## src/rtl/ssp_port_arbiter.sv

```systemverilog
// Two-client round-robin arbiter/sequencer for the SSP5 host port.
// Streams TX words in bounded bursts and returns single RX bytes.
module ssp_port_arbiter #(
  parameter int unsigned MAX_BURST = 4
) (
  input  logic       PCLK,
  input  logic       CLEAR_B,
  input  logic [1:0] WR_VALID,
  input  logic [7:0] WR_DATA0,
  input  logic [7:0] WR_DATA1,
  output logic [1:0] WR_READY,
  input  logic [1:0] RD_REQ,
  output logic [1:0] RD_VALID,
  output logic [7:0] RD_DATA,
  output logic       PSEL,
  output logic       PWRITE,
  output logic [7:0] PWDATA,
  input  logic [7:0] PRDATA,
  input  logic       SSPTXINTR
);

  typedef enum logic [1:0] {
    S_IDLE,
    S_WRITE,
    S_READ,
    S_CAPTURE
  } state_e;

  state_e     state_q, state_d;
  logic       owner_q, owner_d;
  logic       rr_q, rr_d;
  logic [3:0] cnt_q, cnt_d;
  logic [7:0] rd_data_q, rd_data_d;
  logic [1:0] rd_valid_q, rd_valid_d;

  logic [1:0] pend;
  logic       pick;
  logic       own_valid;
  logic       own_rd;
  logic       accept;
  logic [3:0] cnt_inc;

  assign pend      = RD_REQ | WR_VALID;
  assign pick      = pend[rr_q] ? rr_q : ~rr_q;
  assign own_valid = owner_q ? WR_VALID[1] : WR_VALID[0];
  assign own_rd    = owner_q ? RD_REQ[1] : RD_REQ[0];
  assign cnt_inc   = cnt_q + 4'd1;
  // a stalled word is simply not accepted; the owner keeps it presented
  assign accept    = (state_q == S_WRITE) & own_valid & ~SSPTXINTR;

  always_ff @(posedge PCLK or negedge CLEAR_B) begin
    if (!CLEAR_B) begin
      state_q    <= S_IDLE;
      owner_q    <= 1'b0;
      rr_q       <= 1'b0;
      cnt_q      <= 4'd0;
      rd_data_q  <= 8'h00;
      rd_valid_q <= 2'b00;
    end else begin
      state_q    <= state_d;
      owner_q    <= owner_d;
      rr_q       <= rr_d;
      cnt_q      <= cnt_d;
      rd_data_q  <= rd_data_d;
      rd_valid_q <= rd_valid_d;
    end
  end

  always_comb begin
    state_d    = state_q;
    owner_d    = owner_q;
    rr_d       = rr_q;
    cnt_d      = cnt_q;
    rd_data_d  = rd_data_q;
    rd_valid_d = 2'b00;
    unique case (state_q)
      S_IDLE: begin
        if (|pend) begin
          owner_d = pick;
          cnt_d   = 4'd0;
          state_d = RD_REQ[pick] ? S_READ : S_WRITE;
        end
      end
      S_WRITE: begin
        if (accept) begin
          cnt_d = cnt_inc;
        end
        if (!own_valid || own_rd ||
            (accept && cnt_inc == 4'(MAX_BURST))) begin
          state_d = S_IDLE;
          rr_d    = ~owner_q;
        end
      end
      S_READ: begin
        state_d = S_CAPTURE;
      end
      S_CAPTURE: begin
        rd_data_d  = PRDATA;
        rd_valid_d = owner_q ? 2'b10 : 2'b01;
        state_d    = S_IDLE;
        rr_d       = ~owner_q;
      end
      default: begin
        state_d = S_IDLE;
      end
    endcase
  end

  always_comb begin
    WR_READY = 2'b00;
    PSEL     = 1'b0;
    PWRITE   = 1'b0;
    PWDATA   = 8'h00;
    unique case (state_q)
      S_WRITE: begin
        if (accept) begin
          WR_READY = owner_q ? 2'b10 : 2'b01;
          PSEL     = 1'b1;
          PWRITE   = 1'b1;
          PWDATA   = owner_q ? WR_DATA1 : WR_DATA0;
        end
      end
      S_READ: begin
        PSEL = 1'b1;
      end
      default: begin
        PSEL = 1'b0;
      end
    endcase
  end

  assign RD_VALID = rd_valid_q;
  assign RD_DATA  = rd_data_q;

endmodule

```

## config.mk

```make
export PLATFORM = sky130hd
export DESIGN_NAME = ssp_port_arbiter
export DESIGN_NICKNAME = d
export VERILOG_FILES = /design/src/rtl/ssp_port_arbiter.sv
export SDC_FILE = /design/constraint.sdc
export NUM_CORES = 1
export LEC_CHECK = 0
export CAP_MARGIN = 20
export CELL_PAD_IN_SITES_DETAIL_PLACEMENT = 2
export CELL_PAD_IN_SITES_GLOBAL_PLACEMENT = 2
export CORE_ASPECT_RATIO = 0.75
export CORE_UTILIZATION = 23
export CTS_CLUSTER_DIAMETER = 30
export DETAILED_ROUTE_END_ITERATION = 6
export PLACE_DENSITY_LB_ADDON = 0.1
export SYNTH_ARGS = -nofsm -noshare
export SYNTH_HDL_FRONTEND = slang
export SYNTH_SLANG_ARGS = --single-unit
```

## constraint.sdc

```tcl
create_clock -name PCLK -period 3.97 [get_ports PCLK]
set_clock_uncertainty 0.15 [all_clocks]
set_input_delay 0.794 -clock PCLK [delete_from_list [all_inputs] [get_ports PCLK]]
set_output_delay 0.794 -clock PCLK [all_outputs]
set_load 0.02 [all_outputs]
```

==> metrics.txt, run 1 <==
status finished clean; Routed Antenna Nets 0; relative slew slack 45.9%; TritonCTS Sinks 18; row cnt 20; DR DRC count 0; Max IR drop VDD 0.238 mV; Hold Path Class register to register; Final Worst Setup Slack 0.511 ns; crit path launch type primary input; Worst setup EP type primary output; largest net degree at the start of global routing 19; R2R cell count 7; Post-CTS Resized 0; vias per std cell 4.58; H-tree levels 1; Crit-path slowest cell clkdlybuf4s50_1; top-count cell post-synth dfrtp_1; Syn Std Cell Area around 970 sq um; detailed-route wire length 3070 microns; Worst Max-Slew Pin Slew 0.808 ns; final worst-path cycle share between 80% and 90%; metal2 WL 1510 microns; drt first pass iters 2; Sw Share ~38%; first-pass GRT wire length about 5300 microns; Unique masters post-synth 25; CTS clk-pin slew, worst paths 0.07 ns; final setup TNS 0 ns; Synth area leader dfrtp_1; # port buffers 52; Period minus WS final 3.46 ns; Hold Path End cnt_q[3]$_DFFE_PN0P_; CP top delay family buffers and inverters; maxcap violations 0; DIE AREA 4470 sq um; r2r setup slk 2.00 ns; Clock Tree Buf Depth 2; post-synthesis sequential area ratio 46.6%; CTS Buf Count 3; internal cell power approximately 600 uW; Post-CTS Setup Inserts 0; pre-CTS WS 0.481 ns; Final #Nets 182; gpl congestion slightly below 0.8; share of cells above drive strength 1 about a tenth; CP bufs+invs 3; async set or reset register ratio after synthesis 100%; crit-path cells clkdlybuf4s50_1 > nand2_1 > nor2_1 > buf_4 > a22o_1 > clkdlybuf4s50_1; Finish-stage setup viols 0; height of the chip approximately 58 microns; vias 912; worst r2r src state_q[1]$_DFFE_PN0P_; hold path cells 2; Synth Flop Type dfrtp_1; Worst Path Max Fanout 9; Levels on crit path 6; metal1 wirelength 1350 microns; hpwl dp ~2500 microns; top cells by area, synth dfrtp_1, mux2_2, a22o_1; Max stage delay on crit path 0.61 ns; share of total power in combinational logic 52.5%; Pleak 0.000681 uW; top cell type's share of synthesized area 46.6%; DRT iter0 DRCs 11; initial antenna violation count 0; fill count 444; Area Overhead vs Synth 67.9%; Die X 76.8 microns; Synth Instances a little under 90; Initial Util a little under a quarter; syn_nets 124; wire per inst 15.4 microns; f_max between 200 and 300 MHz; Sw Pwr 369 uW; Top-Level Pins 53; Total GRT Usage 15.4%; RR Endpoint state_q[1]$_DFFE_PN0P_; warnings from Yosys 0; Yosys reg bits 18; crit path DAT ~2.5 ns; Max Transition Viols Final 0; sequential share of power between 30% and 40%; clock share of power 15.6%; CTS tree done; Crit path top cell by count clkdlybuf4s50_1; synth cell count leaders dfrtp_1, a22o_1, mux2_2; GRT overflow 0; Final Hold Vio Count 0; Pwr Density roughly 600 nW/um^2; Core Area 4030 sq um; hold path start cnt_q[3]$_DFFE_PN0P_; RSZ-0062 raised after global routing false; post-synthesis area per instance 11.1 sq um; diode count 0; top layer reached by signal wires met4; Hold Buf Count CTS 0; Worst-Skew Late Latency approximately 0.26 ns; EDFF count, synth 0; vias in the first global route 1,032; Crit Path Category primary input to primary output; Detail Route met3 WL 191 microns; Required @ worst endpoint 3.03 ns; clk root buf clkbuf_8
## flip-flops by register name, indices dropped and copies added (netlist names)
name	cells
RD_DATA	8
cnt_q	4
RD_VALID	2
state_q	2
owner_q	1
rr_q	1
## worst max-delay path by stage
stage               slack, ns         from         to
floorplan                1.12    SSPTXINTR  PWDATA[0]
CTS                      0.48  WR_VALID[1]  PWDATA[3]
global placement         0.55  WR_VALID[1]  PWDATA[2]
detailed placement       0.48  WR_VALID[1]  PWDATA[3]
finish                   0.51  WR_VALID[1]  PWDATA[3]
global route             0.38  WR_VALID[1]  PWDATA[2]
## layer usage
| layer | track usage [%] | vias up |
|---|---|---|
| li1 | - | 430 |
| met1 | 19.0 | 447 |
| met2 | 27.0 | 31 |
| met3 | 5.04 | 4 |
| met4 | 2.47 | 0 |
| met5 | 0 | - |
## power groups by stage
stage	clock network [uW]	registers, uW	logic [uW]
floorplan	0	361	233
global placement	0	308	500
detailed placement	0	316	519
CTS	162	313	521
global route	168	322	554
finish	152	310	509
## worst register-to-register path: stages, from the launching register on
cell	delay, ns
dfrtp_1	0.41
inv_1	0.11
ha_1	0.24
nand2b_1	0.16
a21oi_4	0.24
and4_1	0.26
o21ai_1	0.13
mux2i_1	0.15
## logic make-up after synthesis
logic type / Yosys count / synth area share, %
adder cells (fa/ha/maj): 6 / 7.77
flip-flops: 18 / 46.6
buffers and inverters: 7 / 2.72
XOR/XNOR: 2 / 1.81
AND/OR/NAND/NOR: 19 / 9.85
multiplexers: 11 / 12.4
AO/OA/AOI/OAI: 24 / 18.8
## final cells by class
cell class / instances / area (sq um) / share of cell area, %
Timing Repair Buffer: 54 / 536 / 33.0
Clock buffer: 4 / 55.1 / 3.40
Tap cell: 55 / 68.8 / 4.24
Multi-Input combinational cell: 62 / 489 / 30.2
Sequential cell: 18 / 450 / 27.8
Inverter: 6 / 22.5 / 1.39
## through the flow
| stage | cell area, sq um | instances | power [uW] | utilization (%) | hold WS (ns) |
|---|---|---|---|---|---|
| floorplan | 966 | 87 | 594 | - | 0.325 |
| global placement | 1570 | 195 | 808 | 38.9 | 0.338 |
| detailed placement | 1570 | 195 | 835 | 38.9 | 0.351 |
| CTS | 1620 | 199 | 996 | 40.2 | 0.372 |
| global route | 1620 | 199 | 1040 | 40.2 | 0.379 |
| finish | 1620 | 199 | 971 | 40.2 | 0.360 |
## placed cells by master (no fill, tap or decap)
cell             Yosys  final
a21oi_1              2      2
a21oi_4              1      1
a22o_1              10     10
a311oi_1             1      1
and2_1               1      1
and4_1               1      1
buf_4                0      2
clkbuf_8             0      4
clkdlybuf4s50_1      0     52
dfrtp_1             18     18
ha_1                 6      6
inv_1                6      6
mux2_2               8      8
mux2i_1              3      3
nand2_1              4      4
nand2b_1             3      3
nand3_1              2      2
nand3b_1             1      1
nor2_1               6      6
nor2b_1              1      1
o21a_1               1      1
o21ai_0              2      2
o21ai_1              4      4
o21bai_1             1      1
o22ai_1              1      1
o31ai_1              1      1
xor2_1               2      2
Power figures use the tool's default switching activity.
==> inputs of run 2 (changes only) <==
CORE_UTILIZATION = 35   (was 23)
DONT_BUFFER_PORTS = 1   (was unset)
==> metrics.txt, run 2 (synthesized netlist as in run 1, its figures left out) <==
Pleak 0.000467 uW; Max Transition Viols Final 0; crit-path cells inv_1 > ha_1 > nand2b_1 > nor2_1 > a22o_1; Crit Path Category register to primary output; most used routing layer met2; commonest non-fill, non-tap cell in the layout dfrtp_1; CTS clk-pin slew, worst paths 0.07 ns; clk root buf clkbuf_8; # port buffers 0; row cnt 16; first-pass GRT wire length 3450 microns; Period minus WS final 3.17 ns; Die X 62.7 microns; Max stage delay on crit path 0.67 ns; Worst setup EP type primary output; Placed Area 1010 sq um; area occupied by multi-input gates 489 sq um; CTS tree done; total chip power 788 uW; Hold Buf Count CTS 0; initial antenna violation count 0; commonest non-fill, non-tap cells in the layout dfrtp_1, a22o_1, mux2_2; hpwl dp 1730 microns; Pwr Density 751 nW/um^2; hold_ws 0.0775 ns; CTS Buf Count 3; TritonCTS Sinks 18; Total GRT Usage between 15 and 20%; Max IR drop VDD around 0.29 mV; worst r2r src state_q[1]$_DFFE_PN0P_; maxcap violations 0; detailed-route wire length 2210 microns; met2 Track Usage GR around a quarter; height of the chip 47.5 microns; vias in the first global route 684; Critical Path Source state_q[1]$_DFFE_PN0P_; final setup TNS 0 ns; Worst Path Max Fanout 9; vias 678; max FFs per register 8; H-tree levels 1; gpl congestion 0.744; wire per inst 17.7 microns; CP bufs+invs 1; DRT iter0 DRCs 27; GRT overflow 0; DIE AREA between 2000 and 3000 sq um; Worst-Skew Late Latency 0.25 ns; vias per std cell between 5 and 6; Finish-stage setup viols 0; Required @ worst endpoint between 3 and 4 ns; status finished clean; CP top delay family simple AND/OR/NAND/NOR gates; RSZ-0062 raised after global routing false; drt first pass iters 4; Area Overhead vs Synth 8.55%; f_max ~320 MHz; diode count 0; Initial Util 36.8%; share of cells above drive strength 1 13.5%; fin area 1050 sq um; Crit-path slowest cell nor2_1; Final Worst Setup Slack 0.799 ns; final worst-path cycle share 79.9%; met3 Track Usage GR 4.52%; area occupied by registers 450 sq um; largest net degree at the start of global routing 19; Hold Path Class primary input to asynchronous set/reset pin; Final #Nets 128; pre-CTS WS between 0.9 and 1 ns; crit path launch type register; fill count around 290; Core Area 2620 sq um; DR DRC count 0; Top-Level Pins 53; crit path DAT about 2.2 ns; GR Util met1 a little over a fifth; Clock Tree Buf Depth 2; Post-CTS Setup Inserts 0; Post-CTS Resized 0; Routed Antenna Nets 0; relative slew slack 45.1%; Worst Max-Slew Pin Slew 0.821 ns; r2r setup slk 1.88 ns; Final Hold Vio Count 0
==> run 2: cell types whose count changed in the layout (fill, tap and decap cells not counted) <==
cell	change
buf_4	-2
clkdlybuf4s50_1	-52
clkbuf_8	-1
==> run 2: path summary, 6_finish.rpt <==
path	end	cells after the start
min reg2reg	cnt_q[0]$_DFFE_PN0P_	1
min in group PCLK	cnt_q[0]$_DFFE_PN0P_	1
max reg2reg	state_q[1]$_DFFE_PN0P_	7
max in group asynchronous	cnt_q[3]$_DFFE_PN0P_	0
min	cnt_q[2]$_DFFE_PN0P_	0
max	PWDATA[3]	5
==> run 2: area by class of cell <==
class,instances,share of cell area (%)
clock buffer,3,3.94
inverter,6,2.15
multi-input combinational,62,46.7
sequential,18,43.0
tap,36,4.30
==> run 2: where the power goes <==
| group | internal [uW] | leakage (uW) | total (uW) | switching (uW) |
|---|---|---|---|---|
| Combinational | 123 | 0.000220 | 284 | 161 |
| Sequential | 258 | 0.000225 | 375 | 118 |
| Clock | 67.5 | 0.0000216 | 128 | 60.5 |
| Total | 448 | 0.000467 | 788 | 339 |
==> run 2: routing by layer <==
layer / vias up / routed length, microns / part of all wire (%)
met5: - / 0 / 0
met1: 338 / 980 / 44
met3: 2 / 112 / 5.1
met2: 21 / 1110 / 50
li1: 317 / - / -
met4: 0 / 10 / 0.45
==> run 2: worst reg2reg max path, delay by kind of cell, from the launching register on <==
kind	cells	cell delay [ns]
compound gates	2	0.46
fa+ha+maj	1	0.24
buf+inv	1	0.13
flops	1	0.41
mux	1	0.15
simple gates	2	0.44
==> run 2: metrics by stage <==
step / cells / utilization [%]
global route: 125 / 40.0
detailed placement: 122 / 38.4
global placement: 122 / 38.4
CTS: 125 / 40.0
finish: 125 / 40.0
floorplan: 87 / -
==> inputs of run 3 (changes only) <==
CORE_UTILIZATION = 31   (was 35)
clock period = 2.8 ns   (was 3.97 ns; I/O delays follow)
==> metrics.txt, run 3 (synthesized netlist as in run 1, its figures left out) <==
Period minus WS final 2.62 ns; CTS Buf Count 3; largest net degree at the start of global routing 19; R2R cell count 7; final worst-path cycle share 93.5%; crit path launch type register; fin area 1090 sq um; CP top delay family simple AND/OR/NAND/NOR gates; Total GRT Usage 14.2%; Worst Max-Slew Pin Slew 0.804 ns; H-tree levels 1; clk root buf clkbuf_8; Required @ worst endpoint 2.09 ns; height of the chip 50.3 microns; detailed-route wire length 2110 microns; Worst setup EP type primary output; final setup TNS 0 ns; CTS clk-pin slew, worst paths 0.06 ns; vias per std cell 5.35; DIE AREA 3350 sq um; Worst-Skew Late Latency between 0.2 and 0.3 ns; row cnt 17; DR DRC count 0; commonest non-fill, non-tap cells in the layout dfrtp_1, a22o_1, mux2_2; commonest non-fill, non-tap cell in the layout dfrtp_1; vias in the first global route 738; CP bufs+invs 1; Max Transition Viols Final 0; Crit Path Category register to primary output; diode count 0; r2r setup slk 0.80 ns; area occupied by multi-input gates 489 sq um; hold path cells 1; vias between 700 and 800; Crit-path slowest cell nor2_1; maxcap violations 0; Finish-stage setup viols 0; crit path DAT 1.91 ns; hold path start PRDATA[7]; Placed Area 1020 sq um; Die X 66.5 microns; hpwl dp 1740 microns; Pwr Density 1050 nW/um^2; Hold Path Class primary input to register; GRT overflow 0; first-pass GRT wire length 3480 microns; DRT iter0 DRCs 53; Routed Antenna Nets 0; Final Hold Vio Count 0; TritonCTS Sinks 18; crit-path cells inv_1 > ha_1 > nand2b_1 > nor2_1 > a22o_1; Initial Util between 30% and 40%; max FFs per register 8; Clock Tree Buf Depth 2; fill count 311; Hold Path End RD_DATA[7]$_DFFE_PN0P_; Top-Level Pins 53; share of cells above drive strength 1 16.1%; f_max 382 MHz; CTS tree done; # port buffers 0; Max stage delay on crit path 0.45 ns; Post-CTS Setup Inserts 0; relative slew slack 46.2%; gpl congestion 0.734; Max IR drop VDD 0.290 mV; status finished clean; worst r2r src state_q[1]$_DFFE_PN0P_; initial antenna violation count 0; Area Overhead vs Synth 12.8%; Post-CTS Resized 0; Final #Nets 131; Pleak 0.000489 uW; Worst Path Max Fanout 9; area occupied by registers 450 sq um; RSZ-0062 raised after global routing false; RR Endpoint state_q[1]$_DFFE_PN0P_; Core Area 2960 sq um; wire per inst 16.1 microns; drt first pass iters 4
run 3: changes by cell type in the layout (fill, tap and decap cells not counted):
cell / delta
buf_4: +2
clkbuf_8: +1
dlygate4sd3_1: +1
run 3: worst max path at each step:
stage	startpoint	endpoint	slack, ns	cells after the start
after detailed placement	state_q[1]$_DFFE_PN0P_	PWDATA[6]	0.43	5
after floorplan	state_q[1]$_DFFE_PN0P_	PWDATA[0]	0.39	5
after CTS	state_q[1]$_DFFE_PN0P_	PWDATA[6]	0.14	5
after global routing	state_q[1]$_DFFE_PN0P_	PWDATA[6]	0.0009	5
final	state_q[1]$_DFFE_PN0P_	PWDATA[6]	0.18	5
after global placement	state_q[1]$_DFFE_PN0P_	PWDATA[0]	0.52	5
run 3: cell type report:
type	count	share of cell area [%]
flip-flops and latches	18	41.3
inverters	6	2.07
clock buffers	4	5.05
multi-input cells	62	44.9
repair buffers	3	2.30
well taps	38	4.36
run 3: layer usage:
| layer | GRT usage, % | vias up | share of wire, % |
|---|---|---|---|
| met4 | 2.13 | 0 | 0.48 |
| li1 | - | 324 | - |
| met5 | 0 | - | 0 |
| met2 | 21.4 | 30 | 44 |
| met1 | 19.7 | 345 | 49 |
| met3 | 5.00 | 2 | 6.6 |
run 3: per-stage QoR:
step | instances | hold WS [ns] | util (%) | power [uW] | setup WS (ns)
floorplan | 87 | 0.114 | - | 843 | 0.388
global placement | 126 | 0.115 | 34.7 | 929 | 0.522
detailed placement | 126 | 0.115 | 34.7 | 950 | 0.425
CTS | 131 | 0.303 | 36.9 | 1170 | 0.145
global route | 131 | 0.286 | 36.9 | 1250 | 0.000943
finish | 131 | 0.309 | 36.9 | 1140 | 0.181
run 3: what timing repair did:
action | in CTS | in global routing
endpoints found under the hold margin | 18 | 0
setup endpoints to repair | 0 | 0
hold buffers | 1 | 0
run 3: report_power, final:
| group | switching [uW] | internal (uW) | leakage [uW] | total, uW |
|---|---|---|---|---|
| Combinational | 232 | 179 | 0.000235 | 411 |
| Sequential | 161 | 365 | 0.000225 | 526 |
| Clock | 81.2 | 125 | 0.0000288 | 206 |
| Total | 474 | 669 | 0.000489 | 1140 |
